## config.mk

```make
export PLATFORM = sky130hd
export DESIGN_NAME = obstacle_field_flat
export DESIGN_NICKNAME = d
export VERILOG_FILES = /design/src/rtl/obstacle_field_if.sv /design/src/rtl/obstacle_field.sv /design/src/flat_wrapper.sv
export SDC_FILE = /design/constraint.sdc
export NUM_CORES = 1
export LEC_CHECK = 0
export CORE_ASPECT_RATIO = 1.75
export CORE_MARGIN = 2
export CORE_UTILIZATION = 59
export CTS_CLUSTER_SIZE = 10
export DETAILED_ROUTE_END_ITERATION = 16
export PLACE_DENSITY = 0.94
export SLEW_MARGIN = 20
export SYNTH_ARGS = -nofsm -noshare
export SYNTH_HDL_FRONTEND = slang
export SYNTH_SLANG_ARGS = --single-unit
```

## constraint.sdc

```tcl
create_clock -name clk -period 11.4 [get_ports clk]
set_input_delay 3.42 -clock clk [delete_from_list [all_inputs] [get_ports clk]]
set_output_delay 3.42 -clock clk [all_outputs]
set_load 0.02 [all_outputs]
```

## src/rtl/obstacle_field_if.sv

```systemverilog
// rtl/obstacle_field_if.sv - control, pixel-position and obstacle-geometry bundle for obstacle_field
interface obstacle_field_if #(
    parameter int NUM_OBS = 3
);
    logic                   frame_tick;
    logic                   start;
    logic                   stop;
    logic                   clear;
    logic [9:0]             hcount;
    logic [8:0]             vcount;
    logic [NUM_OBS*10-1:0]  obs_left;
    logic [NUM_OBS*10-1:0]  obs_right;
    logic [NUM_OBS*9-1:0]   gap_top;
    logic [NUM_OBS*9-1:0]   gap_bot;
    logic [NUM_OBS-1:0]     obs_active;
    logic                   pixel_on;
    logic                   score_pulse;
    logic [1:0]             state;

    modport master (
        output frame_tick, start, stop, clear, hcount, vcount,
        input  obs_left, obs_right, gap_top, gap_bot, obs_active,
               pixel_on, score_pulse, state
    );

    modport slave (
        input  frame_tick, start, stop, clear, hcount, vcount,
        output obs_left, obs_right, gap_top, gap_bot, obs_active,
               pixel_on, score_pulse, state
    );
endinterface

```

## src/rtl/obstacle_field.sv

```systemverilog
// rtl/obstacle_field.sv - scrolling multi-channel obstacle field with LFSR gaps; OBSTACLE_SPEED_RAMP_EN adds speed ramp
module obstacle_field #(
    parameter int NUM_OBS       = 3,
    parameter int SCREEN_WIDTH  = 640,
    parameter int SCREEN_HEIGHT = 480,
    parameter int OBS_WIDTH     = 40,
    parameter int GAP_HEIGHT    = 120,
    parameter int GAP_MIN       = 40,
    parameter int SPACING       = 240,
    parameter int SPEED         = 2,
    parameter int BIRD_X        = 160,
`ifdef OBSTACLE_SPEED_RAMP_EN
    parameter int RAMP_PASSES   = 5,
    parameter int MAX_SPEED     = 6,
`endif
    parameter logic [15:0] LFSR_SEED = 16'hACE1
) (
    input  logic               clk,
    input  logic               reset_n,
    obstacle_field_if.slave    bus
);

    localparam logic [1:0] ST_HOLD   = 2'b00;
    localparam logic [1:0] ST_RUN    = 2'b01;
    localparam logic [1:0] ST_FROZEN = 2'b10;

    logic [1:0]  state_q, state_d;
    logic [15:0] lfsr_q, lfsr_d, lfsr_next;
    logic [10:0] pos_q [NUM_OBS];
    logic [10:0] pos_d [NUM_OBS];
    logic [8:0]  gap_top_q [NUM_OBS];
    logic [8:0]  gap_top_d [NUM_OBS];
    logic        pixel_on_q, pixel_on_d;
    logic        score_q, score_d;
    logic        motion;
    logic [10:0] spd;

    logic [NUM_OBS*10-1:0] obs_left_w, obs_right_w;
    logic [NUM_OBS*9-1:0]  gap_top_w, gap_bot_w;
    logic [NUM_OBS-1:0]    obs_active_w;

    assign motion    = (state_q == ST_RUN) && bus.frame_tick && !bus.stop && !bus.clear;
    assign lfsr_next = {1'b0, lfsr_q[15:1]} ^ (lfsr_q[0] ? 16'hB400 : 16'h0000);

    // Geometry is clamped to the visible area; channels waiting off-screen collapse to an empty span.
    always_comb begin
        obs_left_w   = '0;
        obs_right_w  = '0;
        gap_top_w    = '0;
        gap_bot_w    = '0;
        obs_active_w = '0;
        for (int i = 0; i < NUM_OBS; i++) begin
            if (pos_q[i] >= 11'(OBS_WIDTH)) begin
                if ((pos_q[i] - 11'(OBS_WIDTH)) > 11'(SCREEN_WIDTH))
                    obs_left_w[i*10 +: 10] = 10'(SCREEN_WIDTH);
                else
                    obs_left_w[i*10 +: 10] = 10'(pos_q[i] - 11'(OBS_WIDTH));
            end
            obs_right_w[i*10 +: 10] = (pos_q[i] > 11'(SCREEN_WIDTH)) ? 10'(SCREEN_WIDTH)
                                                                     : pos_q[i][9:0];
            gap_top_w[i*9 +: 9]     = gap_top_q[i];
            gap_bot_w[i*9 +: 9]     = gap_top_q[i] + 9'(GAP_HEIGHT);
            obs_active_w[i]         = (pos_q[i] < 11'(SCREEN_WIDTH + OBS_WIDTH)) && (pos_q[i] != 11'd0);
        end
    end

    always_comb begin
        pixel_on_d = 1'b0;
        for (int i = 0; i < NUM_OBS; i++) begin
            if (obs_active_w[i]
                && (bus.hcount >= obs_left_w[i*10 +: 10])
                && (bus.hcount <  obs_right_w[i*10 +: 10])
                && (bus.vcount <  9'(SCREEN_HEIGHT))
                && ((bus.vcount < gap_top_w[i*9 +: 9]) || (bus.vcount >= gap_bot_w[i*9 +: 9])))
                pixel_on_d = 1'b1;
        end
    end

    always_comb begin
        state_d = state_q;
        lfsr_d  = lfsr_q;
        score_d = 1'b0;
        for (int i = 0; i < NUM_OBS; i++) begin
            pos_d[i]     = pos_q[i];
            gap_top_d[i] = gap_top_q[i];
        end

        if (motion) begin
            lfsr_d = lfsr_next;
            for (int i = 0; i < NUM_OBS; i++) begin
                if (pos_q[i] > spd) begin
                    pos_d[i] = pos_q[i] - spd;
                    if ((pos_q[i] > 11'(BIRD_X)) && ((pos_q[i] - spd) <= 11'(BIRD_X)))
                        score_d = 1'b1;
                end else begin
                    // Respawn one full field-length behind; keeps the channel spacing intact.
                    pos_d[i]     = pos_q[i] + 11'(NUM_OBS * SPACING) - spd;
                    gap_top_d[i] = 9'(GAP_MIN) + {1'b0, lfsr_next[7:0]};
                end
            end
        end

        if (bus.clear) begin
            state_d = ST_HOLD;
            for (int i = 0; i < NUM_OBS; i++) begin
                pos_d[i]     = 11'(SCREEN_WIDTH + OBS_WIDTH + i * SPACING);
                gap_top_d[i] = 9'(GAP_MIN);
            end
        end else begin
            case (state_q)
                ST_HOLD:   if (bus.start) state_d = ST_RUN;
                ST_RUN:    if (bus.stop)  state_d = ST_FROZEN;
                ST_FROZEN: state_d = ST_FROZEN;
                default:   state_d = ST_HOLD;
            endcase
        end
    end

`ifdef OBSTACLE_SPEED_RAMP_EN
    logic [3:0] spd_q, spd_d;
    logic [7:0] pass_q, pass_d;

    assign spd = 11'(spd_q);

    always_comb begin
        spd_d  = spd_q;
        pass_d = pass_q;
        if (bus.clear) begin
            spd_d  = 4'(SPEED);
            pass_d = 8'd0;
        end else if (score_d) begin
            if (pass_q == 8'(RAMP_PASSES - 1)) begin
                pass_d = 8'd0;
                if (spd_q < 4'(MAX_SPEED))
                    spd_d = spd_q + 4'd1;
            end else begin
                pass_d = pass_q + 8'd1;
            end
        end
    end

    always_ff @(posedge clk) begin
        if (!reset_n) begin
            spd_q  <= 4'(SPEED);
            pass_q <= 8'd0;
        end else begin
            spd_q  <= spd_d;
            pass_q <= pass_d;
        end
    end
`else
    assign spd = 11'(SPEED);
`endif

    always_ff @(posedge clk) begin
        if (!reset_n) begin
            state_q    <= ST_HOLD;
            lfsr_q     <= LFSR_SEED;
            pixel_on_q <= 1'b0;
            score_q    <= 1'b0;
            for (int i = 0; i < NUM_OBS; i++) begin
                pos_q[i]     <= 11'(SCREEN_WIDTH + OBS_WIDTH + i * SPACING);
                gap_top_q[i] <= 9'(GAP_MIN);
            end
        end else begin
            state_q    <= state_d;
            lfsr_q     <= lfsr_d;
            pixel_on_q <= pixel_on_d;
            score_q    <= score_d;
            for (int i = 0; i < NUM_OBS; i++) begin
                pos_q[i]     <= pos_d[i];
                gap_top_q[i] <= gap_top_d[i];
            end
        end
    end

    assign bus.obs_left    = obs_left_w;
    assign bus.obs_right   = obs_right_w;
    assign bus.gap_top     = gap_top_w;
    assign bus.gap_bot     = gap_bot_w;
    assign bus.obs_active  = obs_active_w;
    assign bus.pixel_on    = pixel_on_q;
    assign bus.score_pulse = score_q;
    assign bus.state       = state_q;

endmodule

```

## src/flat_wrapper.sv

```systemverilog
// flat-port wrapper written by rule: the top's interface ports become plain ports
module obstacle_field_flat 
#(
    parameter int NUM_OBS       = 3,
    parameter int SCREEN_WIDTH  = 640,
    parameter int SCREEN_HEIGHT = 480,
    parameter int OBS_WIDTH     = 40,
    parameter int GAP_HEIGHT    = 120,
    parameter int GAP_MIN       = 40,
    parameter int SPACING       = 240,
    parameter int SPEED         = 2,
    parameter int BIRD_X        = 160,

    parameter logic [15:0] LFSR_SEED = 16'hACE1
)
  (clk, reset_n, bus_frame_tick, bus_start, bus_stop, bus_clear, bus_hcount, bus_vcount, bus_obs_left, bus_obs_right, bus_gap_top, bus_gap_bot, bus_obs_active, bus_pixel_on, bus_score_pulse, bus_state);
  obstacle_field_if #(.NUM_OBS(NUM_OBS)) bus_i ();
  input  logic clk;
  input  logic reset_n;
  input wire logic [$bits(bus_i.frame_tick)-1:0] bus_frame_tick;
  input wire logic [$bits(bus_i.start)-1:0] bus_start;
  input wire logic [$bits(bus_i.stop)-1:0] bus_stop;
  input wire logic [$bits(bus_i.clear)-1:0] bus_clear;
  input wire logic [$bits(bus_i.hcount)-1:0] bus_hcount;
  input wire logic [$bits(bus_i.vcount)-1:0] bus_vcount;
  output wire logic [$bits(bus_i.obs_left)-1:0] bus_obs_left;
  output wire logic [$bits(bus_i.obs_right)-1:0] bus_obs_right;
  output wire logic [$bits(bus_i.gap_top)-1:0] bus_gap_top;
  output wire logic [$bits(bus_i.gap_bot)-1:0] bus_gap_bot;
  output wire logic [$bits(bus_i.obs_active)-1:0] bus_obs_active;
  output wire logic [$bits(bus_i.pixel_on)-1:0] bus_pixel_on;
  output wire logic [$bits(bus_i.score_pulse)-1:0] bus_score_pulse;
  output wire logic [$bits(bus_i.state)-1:0] bus_state;
  assign bus_i.frame_tick = bus_frame_tick;
  assign bus_i.start = bus_start;
  assign bus_i.stop = bus_stop;
  assign bus_i.clear = bus_clear;
  assign bus_i.hcount = bus_hcount;
  assign bus_i.vcount = bus_vcount;
  assign bus_obs_left = bus_i.obs_left;
  assign bus_obs_right = bus_i.obs_right;
  assign bus_gap_top = bus_i.gap_top;
  assign bus_gap_bot = bus_i.gap_bot;
  assign bus_obs_active = bus_i.obs_active;
  assign bus_pixel_on = bus_i.pixel_on;
  assign bus_score_pulse = bus_i.score_pulse;
  assign bus_state = bus_i.state;
  obstacle_field #(.NUM_OBS(NUM_OBS), .SCREEN_WIDTH(SCREEN_WIDTH), .SCREEN_HEIGHT(SCREEN_HEIGHT), .OBS_WIDTH(OBS_WIDTH), .GAP_HEIGHT(GAP_HEIGHT), .GAP_MIN(GAP_MIN), .SPACING(SPACING), .SPEED(SPEED), .BIRD_X(BIRD_X), .LFSR_SEED(LFSR_SEED)) u_core (.clk(clk), .reset_n(reset_n), .bus(bus_i));
endmodule
```

# After elaboration in Yosys (flattened, before gate mapping)

Memories as Yosys holds them, arrays and structs flattened.
Index checks and enable logic that the tools add are counted.

Memories kept: 2
Register bits: 20
Bits of input ports: 25
Word-level logic and storage cells: 141
RAM bits: 60

Memory list:

| memory           | depth | bits a word | rd ports | clocked after Yosys merged registers in | wr ports | RTL line             | text |
|---|---|---|---|---|---|---|---|
| u_core.pos_q     | 3     | 11          | 3        | 0                                       | 3        | obstacle_field.sv:29 | `logic [10:0] pos_q [NUM_OBS];` |
| u_core.gap_top_q | 3     | 9           | 3        | 0                                       | 3        | obstacle_field.sv:31 | `logic [8:0] gap_top_q [NUM_OBS];` |

Mux-type cells: 40
Reduce and logical (&&, ||, !) cells: 33
Magnitude comparators: 34
Bitwise operators: 8
$add $sub $neg: 16
Equal/unequal tests: 4

Operators by type and width:

| kind                   | number |
|---|---|
| $mux 10                | 9 |
| $gt 11x10->1 const B   | 6 |
| $mux 11                | 6 |
| $mux 33                | 2 |
| $sub 11x2->11 const B  | 6 |
| $mux 27                | 2 |
| $mux 9                 | 6 |
| $add 11x10->11 const B | 3 |
| $ge 11x6->1 const B    | 3 |
| $gt 11x2->1 const B    | 3 |
| $gt 11x8->1 const B    | 3 |
| $le 11x8->1 const B    | 3 |
| $lt 11x10->1 const B   | 3 |
| $reduce_bool 11->1     | 3 |
| $sub 11x6->11 const B  | 3 |
| $ge 10x10->1           | 3 |
| $lt 10x10->1           | 3 |
| $add 9x7->9 const B    | 3 |
| $ge 9x9->1             | 3 |
| $lt 9x9->1             | 3 |
| $logic_and 1x1->1      | 21 |
| $mux 16                | 1 |
| $xor 15x16->16         | 1 |
| $mux 1                 | 11 |
| other kinds (14)       | 25 |

# Longest topological paths before layout

Gate-level depths: netlist (run 1).
An unclocked memory read counts as a cell.

Word-level depth: 13
Mapped depth: 17
Mapped depth without buffers: 15

# Worst setup path before layout (run 1)

No wires, ideal clock.

Kind: register -> output
From: memory u_core.pos_q[1][3], in the netlist u_core.pos_q[0][14]
To: output port bus_obs_left[17]
Slack: 5354 ps
Buffers on the path: 2
Arrival time: 2626 ps
Cell stages (with the launch flop): 11
Data required time: 7980 ps
Path through: dfxtp_1 clkbuf_1 inv_1 ha_1 nand2b_1 a31oi_1 o22ai_1 a2111oi_0 a311oi_1 clkbuf_1 a31oi_1

RTL lines:

| item        | RTL line             | text |
|---|---|---|
| from (decl) | obstacle_field.sv:29 |  |
| to (decl)   | flat_wrapper.sv:26   | `output wire logic [$bits(bus_i.obs_left)-1:0] bus_obs_left;` |

==> run_results.csv, run 1 <==
group,metric,value,unit
routing,routed_via_density,6.30,
final_layout,final_nets,1320,
worst_setup_path,worst_setup_path_start_kind,"flip-flop",
routing,ant_nets,0,
timing,tightest_slew,1.07,ns
worst_setup_path,rrSetupSlack,6.88,ns
final_layout,design_area,9590,um^2
worst_setup_path,r2r_start,"u_core.pos_q[0][25]$_SDFFE_PP1P_",
floorplan,die_h,158,um
clocking,cts_tree,"done",
floorplan,row_count,56,
timing,final-hold-violation-count,0,
placement,gp_congestion,0.983,
clocking,ctsHoldBuffers,0,
grt,antenna_found_initial,0,
synth,synth-main-ff-cell,"dfxtp_1",
worst_setup_path,reg2reg_depth,14,
final_layout,fin_util,72.1,%
timing,fin_crit_sh,62.5,%
final_layout,multi_input_area,5820,um^2
floorplan,core_area,13300,um^2
floorplan,io_pins,146,
floorplan,dieWidth,91.9,um
timing,relSlewSlack,28.5,%
final_layout,antenna_cells,0,
worst_setup_path,startpoint,"u_core.pos_q[0][25]$_SDFFE_PP1P_",
floorplan,die_area,14500,um^2
timing,hold_ws,0.477,ns
placement,hpwl,18900,um
routing,post-route-drc-count,0,
routing,drt-initial-drc-count,566,
power,irDropWorstVdd,79.9,uV
routing,routed_wl,24400,um
grt,overflow,0,
worst_setup_path,r2r-end,"u_core.bus.pixel_on$_SDFF_PN0_",
clocking,root_buffer,"clkbuf_16",
synth,netlist_area,7990,um^2
placement,placed_area,9290,um^2
worst_setup_path,worstSetupPathType,"reg -> out",
final_layout,area_growth,20.1,%
timing,rsz0062_at_grt,"no",
grt,grt_pass1_wl,39300,um
clocking,insertion_delay,0.33,ns
timing,skew,0.00690,ns
grt,grt_start_max_net_pins,29,
placement,pre_cts_slack,4.71,ns
synth,postSynthCellCount,1077,
routing,wl_per_cell,18.2,um
timing,fmax,0.140,GHz
synth,ys_seq_elements,77,
synth,synth_edf_count,0,
timing,fin_ws,4.28,ns
clocking,cts_setup_buffers,0,
run_status,status,"finished clean",
synth,async_flop_share,0,%
grt,track_usage,33.4,%
worst_setup_path,endpoint_kind,"output pin",
worst_setup_path,path_max_fanout,14,
clocking,cts_buffers,9,
floorplan,start_util,60.0,%
clocking,cts_buffer_depth,2,
timing,slew_viol_final,0,
routing,first_pass_iters,6,
min_path,hp-class,"reg -> reg",
final_layout,drive_above_1_share,2.92,%
final_layout,nFillCells,1030,
run,maxCapViolCount,0,
worst_setup_path,worstPathRequired,7.98,ns
timing,period_minus_slack,7.12,ns
synth,ys_seq_area_share,19.3,%
timing,setup-violations-final,0,
grt,grt_pass1_vias,8305,
final_layout,regArea,1540,um^2
synth,yosys.cell_types.count,65,
synth,ys_warn_count,0,
synth,syn-mean-instance-area,7.41,um^2
timing,finalSetupTns,0,ns
worst_setup_path,endpoint,"bus_obs_left[25]",
clocking,clkTransAtPathRegs,0.06,ns
worst_setup_path,cp_data_arrival_time,3.70,ns
power,powerDensity,67.3,nW/um^2
clocking,clock_sinks,77,
power,leakage,3.88,nW
clocking,ctsResizeCount,0,
clocking,ctsHtreeMaxLevel,3,
placement,port-buffer-count,139,
routing,via_count,8446,
sequential cells by signal (all words and copies together), names as in the netlist:
register / count
u_core.bus.state: 2
u_core.bus.pixel_on: 1
u_core.gap_top_q: 27
u_core.lfsr_q: 16
u_core.pos_q: 30
u_core.bus.score_pulse: 1
logic make-up (layout without fill, tap and decap cells):
kind of cell | count (synthesis) | in the layout | synth area share [%]
DFF | 77 | 77 | 19.3
adders and majority gates | 134 | 134 | 21.0
muxes | 10 | 10 | 1.25
buffers and inverters | 155 | 236 | 8.18
xor gates and xnor gates | 36 | 36 | 3.95
and+or+nand+nor | 400 | 400 | 24.7
other | 1 | 9 | 0.0470
AOI/OAI and AO/OA | 264 | 264 | 21.6
area by class of cell:
class,count,share of cell area (%)
multi-input cells,853,60.7
flip-flops and latches,77,16.1
repair buffers,144,14.9
inverters,76,2.97
clock buffers,9,2.35
well taps,174,2.27
clock inverters,7,0.770
power by group:
| group | internal (mW) | total (mW) | switching, mW | leakage [nW] |
|---|---|---|---|---|
| Clock | 0.170 | 0.287 | 0.116 | 0.146 |
| Sequential | 0.270 | 0.273 | 0.00233 | 0.622 |
| Combinational | 0.0356 | 0.0860 | 0.0504 | 3.11 |
through the flow:
stage	std cells	total power [mW]
floorplan	1085	0.330
global placement	1324	0.358
detailed placement	1324	0.363
CTS	1340	0.646
global route	1340	0.668
finish	1340	0.645
worst min-delay path by stage:
stage,startpoint,end,slack (ns),cells past startpoint
floorplan,u_core.lfsr_q[15]$_SDFFE_PN1P_,u_core.lfsr_q[15]$_SDFFE_PN1P_,0.44,2
global placement,u_core.lfsr_q[15]$_SDFFE_PN1P_,u_core.lfsr_q[15]$_SDFFE_PN1P_,0.45,2
detailed placement,u_core.lfsr_q[15]$_SDFFE_PN1P_,u_core.lfsr_q[15]$_SDFFE_PN1P_,0.47,2
CTS,u_core.lfsr_q[15]$_SDFFE_PN1P_,u_core.lfsr_q[14]$_SDFFE_PN0P_,0.48,2
global route,u_core.lfsr_q[12]$_SDFFE_PN0P_,u_core.lfsr_q[11]$_SDFFE_PN1P_,0.51,2
finish,u_core.lfsr_q[15]$_SDFFE_PN1P_,u_core.lfsr_q[14]$_SDFFE_PN0P_,0.48,2
metal layers:
metal | track usage, % | wire [um]
met4 | 25.7 | 2020
met2 | 62.1 | 12300
met5 | 0 | 0
met1 | 33.1 | 8410
met3 | 4.62 | 1680
cell usage after synthesis (4+ instances only):
| library cell | n | area share (%) |
|---|---|---|
| and2_1 | 29 | 2.3 |
| a311oi_1 | 6 | 0.66 |
| o211ai_1 | 18 | 1.7 |
| nand4_1 | 17 | 1.3 |
| nor4_1 | 7 | 0.55 |
| a2111oi_0 | 4 | 0.44 |
| buf_4 | 15 | 1.4 |
| nand2_1 | 141 | 6.6 |
| a21oi_1 | 73 | 4.6 |
| nand3_1 | 19 | 1.2 |
| xor2_1 | 14 | 1.5 |
| nand2b_1 | 22 | 1.7 |
| mux2i_1 | 10 | 1.3 |
| a211o_1 | 6 | 0.66 |
| clkbuf_1 | 61 | 2.9 |
| or4_1 | 7 | 0.66 |
| dfxtp_1 | 77 | 19 |
| nand3b_1 | 5 | 0.47 |
| and3_1 | 7 | 0.55 |
| o2111ai_1 | 7 | 0.77 |
| o21ai_0 | 48 | 3.0 |
| ha_1 | 134 | 21 |
| a21boi_0 | 8 | 0.75 |
| o21ai_1 | 6 | 0.38 |
| xnor2_1 | 22 | 2.4 |
| nor3_1 | 36 | 2.3 |
| a211oi_1 | 22 | 2.1 |
| a31oi_1 | 13 | 1.0 |
| or3_1 | 10 | 0.78 |
| a21o_1 | 18 | 1.7 |
| inv_1 | 74 | 3.5 |
| or2_2 | 5 | 0.39 |
| nor2b_1 | 22 | 1.7 |
| nor2_1 | 60 | 2.8 |
| o21a_1 | 9 | 0.85 |
| o22ai_1 | 4 | 0.31 |
critical path, stage by stage (launching register included):
cell and delay [ns]:
dfxtp_1 0.58, inv_1 0.19, ha_1 0.31, nor2b_1 0.36
nor2_1 0.10, xnor2_1 0.30, a21oi_1 0.08, nor2b_1 0.50
nor3b_1 0.31, clkdlybuf4s50_1 0.65
cell usage in the layout, fill, tap and decap left out, types with 18 or more instances in the layout:
master           instances
nand2b_1                22
nor3_1                  36
nand3_1                 19
dfxtp_1                 77
o21ai_0                 48
nor2b_1                 22
inv_1                   74
nand2_1                141
and2_1                  29
o211ai_1                18
xnor2_1                 22
clkdlybuf4s50_1        139
a21o_1                  18
a21oi_1                 73
a211oi_1                22
ha_1                   134
nor2_1                  60
No activity file was read; power rests on OpenSTA's default activity.
==> run 2, diff against run 1 <==
Settings changed: CORE_UTILIZATION 59 to 54, PLACE_DENSITY 0.94 to 0.88.
Clock period 11.4 ns to 7.2 ns, I/O delays scaled along.
==> run_results.csv, run 2 (synthesis results as in run 1) <==
group,metric,value,unit
worst_setup_path,path_max_fanout,14,
min_path,hp-class,"reg -> reg",
routing,routed_wl,23900,um
grt,grt_pass1_wl,38500,um
timing,relSlewSlack,26.7,%
grt,grt_start_max_net_pins,29,
final_layout,largest_register_ffs,30,
final_layout,layout_common_cells,"nand2_1, clkdlybuf4s50_1, ha_1, dfxtp_1, inv_1",
final_layout,antenna_cells,0,
worst_setup_path,slowest_stage,"clkdlybuf4s50_1",
clocking,root_buffer,"clkbuf_16",
worst_setup_path,path_cells,"inv_1 -> ha_1 -> nor2b_1 -> nor2_1 -> xnor2_1 -> a21oi_1 -> nor2b_1 -> nor3b_1 -> clkdlybuf4s50_1",
floorplan,core_area,14400,um^2
grt,antenna_found_initial,0,
final_layout,fin_util,66.8,%
clocking,insertion_delay,0.34,ns
routing,ant_nets,0,
clocking,cts_setup_buffers,0,
timing,hold_ws,0.469,ns
placement,port-buffer-count,139,
floorplan,die_h,165,um
clocking,cts_buffers,9,
timing,finalSetupTns,0,ns
timing,setup-violations-final,0,
run_status,status,"finished clean",
final_layout,final_nets,1321,
placement,hpwl,18600,um
clocking,cts_buffer_depth,2,
final_layout,nFillCells,1229,
routing,drt-initial-drc-count,530,
worst_setup_path,worstSetupPathType,"reg -> out",
routing,post-route-drc-count,0,
clocking,clkTransAtPathRegs,0.06,ns
power,powerDensity,111,nW/um^2
routing,routed_via_density,6.05,
worst_setup_path,crit_top_cell,"nor2b_1",
timing,rsz0062_at_grt,"no",
timing,period_minus_slack,5.89,ns
floorplan,start_util,55.3,%
routing,wl_per_cell,17.8,um
worst_setup_path,crit_family,"simple AND/OR/NAND/NOR gates",
grt,grt_pass1_vias,7955,
clocking,ctsHoldBuffers,0,
timing,final-hold-violation-count,0,
worst_setup_path,critPathMaxStageDelay,0.64,ns
final_layout,drive_above_1_share,3.00,%
worst_setup_path,endpoint_kind,"output pin",
power,leakage,3.90,nW
worst_setup_path,worstPathRequired,5.04,ns
timing,fin_crit_sh,81.9,%
power,irDropWorstVdd,127,uV
grt,overflow,0,
floorplan,io_pins,146,
clocking,ctsResizeCount,0,
routing,via_count,8154,
worst_setup_path,critPathBufInv,2,
clocking,cts_tree,"done",
final_layout,final_common_cell,"nand2_1",
placement,gp_congestion,0.982,
timing,slew_viol_final,0,
run,maxCapViolCount,0,
worst_setup_path,cp_data_arrival_time,3.73,ns
floorplan,row_count,58,
placement,pre_cts_slack,1.73,ns
routing,first_pass_iters,5,
final_layout,area_growth,20.7,%
timing,skew,0.00825,ns
timing,fin_ws,1.31,ns
floorplan,dieWidth,95.9,um
grt,track_usage,31.1,%
clocking,clock_sinks,77,
timing,fmax,0.170,GHz
worst_setup_path,worst_setup_path_start_kind,"flip-flop",
worst_setup_path,rrSetupSlack,2.58,ns
final_layout,regMostFlops,"u_core.pos_q",
clocking,ctsHtreeMaxLevel,3,
timing,tightest_slew,1.10,ns
floorplan,die_area,15800,um^2
final_layout,largestRegisters,"u_core.pos_q x30, u_core.gap_top_q x27, u_core.lfsr_q x16",
[run 2: layout make-up]
type                    count  area, um^2  share of cell area, %
clock buffers              10         239                   2.48
clock inverters             6        93.8                  0.973
inverters                  76         285                   2.96
multi-input cells         853        5820                   60.4
flip-flops and latches     77        1540                   16.0
well taps                 180         225                   2.34
repair buffers            145        1440                   14.9
[run 2: power by group]
group | internal [mW] | switching, mW
registers | 0.428 | 0.00356
clock network | 0.316 | 0.189
logic | 0.0561 | 0.0801
total | 0.800 | 0.273
[run 2: worst paths after layout]
kind	startpoint	to	cells after the start
worst max-delay path	u_core.pos_q[0][25]$_SDFFE_PP1P_	bus_obs_left[25]	9
worst max register to register	u_core.pos_q[0][25]$_SDFFE_PP1P_	u_core.bus.pixel_on$_SDFF_PN0_	14
worst min register to register	u_core.lfsr_q[9]$_SDFFE_PN0P_	u_core.lfsr_q[8]$_SDFFE_PN0P_	2
worst min-delay path	u_core.lfsr_q[9]$_SDFFE_PN0P_	u_core.lfsr_q[8]$_SDFFE_PN0P_	2
[run 2: per-stage QoR]
step,instances,cell area [um^2],total power [mW]
final,1347,9640,1.07
after global routing,1347,9640,1.12
after CTS,1347,9640,1.08
after detailed placement,1331,9310,0.575
after global placement,1331,9310,0.569
after floorplan,1085,8020,0.522
[run 2: metal layers]
metal / routed length, um / share of wire (%) / GRT usage [%]
met3: 1500 / 6.2 / 3.97
met4: 1680 / 7.0 / 20.3
met5: 0 / 0 / 0
met1: 8790 / 37 / 33.9
met2: 12000 / 50 / 55.1
[run 2: worst register-to-register path, stage by stage, from the launching register on]
cell       delay, ns
dfxtp_1         0.58
inv_1           0.19
ha_1            0.30
nor2b_1         0.36
nor2_1          0.10
xnor2_1         0.28
a21oi_1         0.08
nor2b_1         0.57
or3b_2          0.51
ha_1            0.31
a2111oi_0       0.38
o21ai_0         0.17
a221o_1         0.40
nand4_1         0.12
o311ai_1        0.11
==> run 3, diff against run 2 <==
Settings changed: CORE_UTILIZATION 54 to 49, PLACE_DENSITY 0.88 to 0.84.
Clock period 7.2 ns to 5.25 ns, I/O delays scaled along.
==> run_results.csv, run 3 (synthesis results as in run 1) <==
group,metric,value,unit
clocking,clkTransAtPathRegs,0.06,ns
grt,track_usage,28.1,%
run_status,status,"finished clean",
routing,ant_nets,0,
worst_setup_path,reg2reg_depth,15,
routing,wl_per_cell,17.8,um
final_layout,largest_register_ffs,30,
final_layout,final_common_cell,"nand2_1",
timing,relSlewSlack,29.4,%
worst_setup_path,endpoint_kind,"output pin",
routing,via_count,8241,
floorplan,die_area,17400,um^2
grt,grt_pass1_wl,39400,um
worst_setup_path,crit_family,"compound AO/OA/AOI/OAI gates",
timing,slew_viol_final,0,
run,maxCapViolCount,0,
routing,first_pass_iters,5,
clocking,cts_buffer_depth,2,
routing,drt-initial-drc-count,347,
clocking,cts_buffers,9,
routing,routed_via_density,6.00,
worst_setup_path,worstPathRequired,3.68,ns
floorplan,core_area,16000,um^2
final_layout,nFillCells,1436,
min_path,hp-class,"reg -> reg",
placement,port-buffer-count,139,
final_layout,regMostFlops,"u_core.pos_q",
min_path,whs_path_depth,2,
floorplan,die_h,173,um
grt,antenna_found_initial,0,
final_layout,drive_above_1_share,4.56,%
grt,grt_pass1_vias,8111,
worst_setup_path,cp.depth,8,
timing,tightest_slew,1.03,ns
clocking,insertion_delay,0.34,ns
clocking,root_buffer,"clkbuf_16",
timing,final-hold-violation-count,0,
timing,fmax,0.201,GHz
worst_setup_path,path_cells,"inv_1 -> ha_1 -> nand2b_1 -> a21oi_1 -> nor3_1 -> o31ai_1 -> and2_1 -> clkdlybuf4s50_1",
clocking,ctsHoldBuffers,0,
timing,skew,0.00631,ns
worst_setup_path,critPathMaxStageDelay,0.68,ns
routing,post-route-drc-count,0,
timing,finalSetupTns,0,ns
clocking,cts_tree,"done",
power,leakage,3.97,nW
final_layout,antenna_cells,0,
worst_setup_path,cp_data_arrival_time,3.41,ns
power,powerDensity,145,nW/um^2
final_layout,area_growth,22.2,%
final_layout,final_nets,1339,
final_layout,fin_util,61.2,%
timing,fin_crit_sh,94.9,%
routing,routed_wl,24400,um
final_layout,largestRegisters,"u_core.pos_q x30, u_core.gap_top_q x27, u_core.lfsr_q x16",
placement,gp_congestion,0.963,
floorplan,dieWidth,101,um
timing,period_minus_slack,4.98,ns
floorplan,start_util,50.1,%
floorplan,io_pins,146,
clocking,clock_sinks,77,
worst_setup_path,path_max_fanout,12,
final_layout,layout_common_cells,"nand2_1, clkdlybuf4s50_1, ha_1, dfxtp_1, inv_1",
floorplan,row_count,61,
placement,hpwl,19100,um
power,irDropWorstVdd,159,uV
clocking,ctsHtreeMaxLevel,3,
timing,setup-violations-final,0,
grt,grt_start_max_net_pins,28,
worst_setup_path,worstSetupPathType,"reg -> out",
worst_setup_path,slowest_stage,"o31ai_1",
timing,rsz0062_at_grt,"no",
worst_setup_path,critPathBufInv,2,
worst_setup_path,worst_setup_path_start_kind,"flip-flop",
grt,overflow,0,
## run 3: cell count changes in the layout (fill, tap and decap cells not counted)
cell / before / now
dfxtp_2: 0 / 1
clkinv_4: 1 / 2
clkinv_2: 0 / 2
bufinv_16: 2 / 1
buf_4: 6 / 24
clkbuf_8: 1 / 0
inv_6: 2 / 1
dfxtp_1: 77 / 76
## run 3: path summary, 6_finish.rpt
kind	from	end	slack, ns
setup / recovery	u_core.pos_q[0][3]$_SDFFE_PP1P_	bus_obs_left[6]	0.27
hold / removal	u_core.lfsr_q[9]$_SDFFE_PN0P_	u_core.lfsr_q[9]$_SDFFE_PN0P_	0.47
setup reg to reg	u_core.pos_q[0][25]$_SDFFE_PP1P_	u_core.bus.pixel_on$_SDFF_PN0_	1.24
hold reg to reg	u_core.lfsr_q[9]$_SDFFE_PN0P_	u_core.lfsr_q[9]$_SDFFE_PN0P_	0.47
## run 3: tightest hold or removal path, stage by stage, from the launching register on
cell and delay, ns:
dfxtp_1 0.31, nand2_1 0.05, a21boi_0 0.06
## run 3: repair_timing
item                                    CTS  global route
endpoints found under the setup margin    0             1
resized for setup                         0             1
buffers inserted                          0             0
## run 3: final cells by class
type | instances | area, um^2 | share of cell area [%]
multi-input cells | 853 | 5820 | 59.7
repair buffers | 163 | 1570 | 16.1
flip-flops and latches | 77 | 1540 | 15.8
inverters | 76 | 285 | 2.92
well taps | 189 | 236 | 2.42
clock buffers | 9 | 225 | 2.31
clock inverters | 7 | 73.8 | 0.757
## run 3: layer usage
metal  routed length, um  track usage [%]  part of all wire (%)  vias to the layer above
met5                   0                0                     0                        -
met4                1580             16.7                   6.5                        0
met3                1170             3.27                   4.8                      105
met2               12500             51.5                    51                      340
met1                9140             30.0                    37                     3800
li1                    -                -                     -                     3996
## run 3: power breakdown
part	switching (mW)	internal, mW
clock	0.262	0.370
combinational	0.109	0.0781
sequential	0.00366	0.587
## run 3: per-stage QoR
stage	area (um^2)	cells	hold slack (ns)	total power, mW	setup slack, ns
2_1_floorplan	8020	1085	0.440	0.716	1.05
3_3_place_gp	9460	1358	0.455	0.783	0.703
3_5_place_dp	9460	1358	0.464	0.789	0.633
4_1_cts	9750	1374	0.472	1.41	0.263
5_1_grt	9760	1374	0.498	1.46	0.0190
6_report	9760	1374	0.469	1.41	0.270
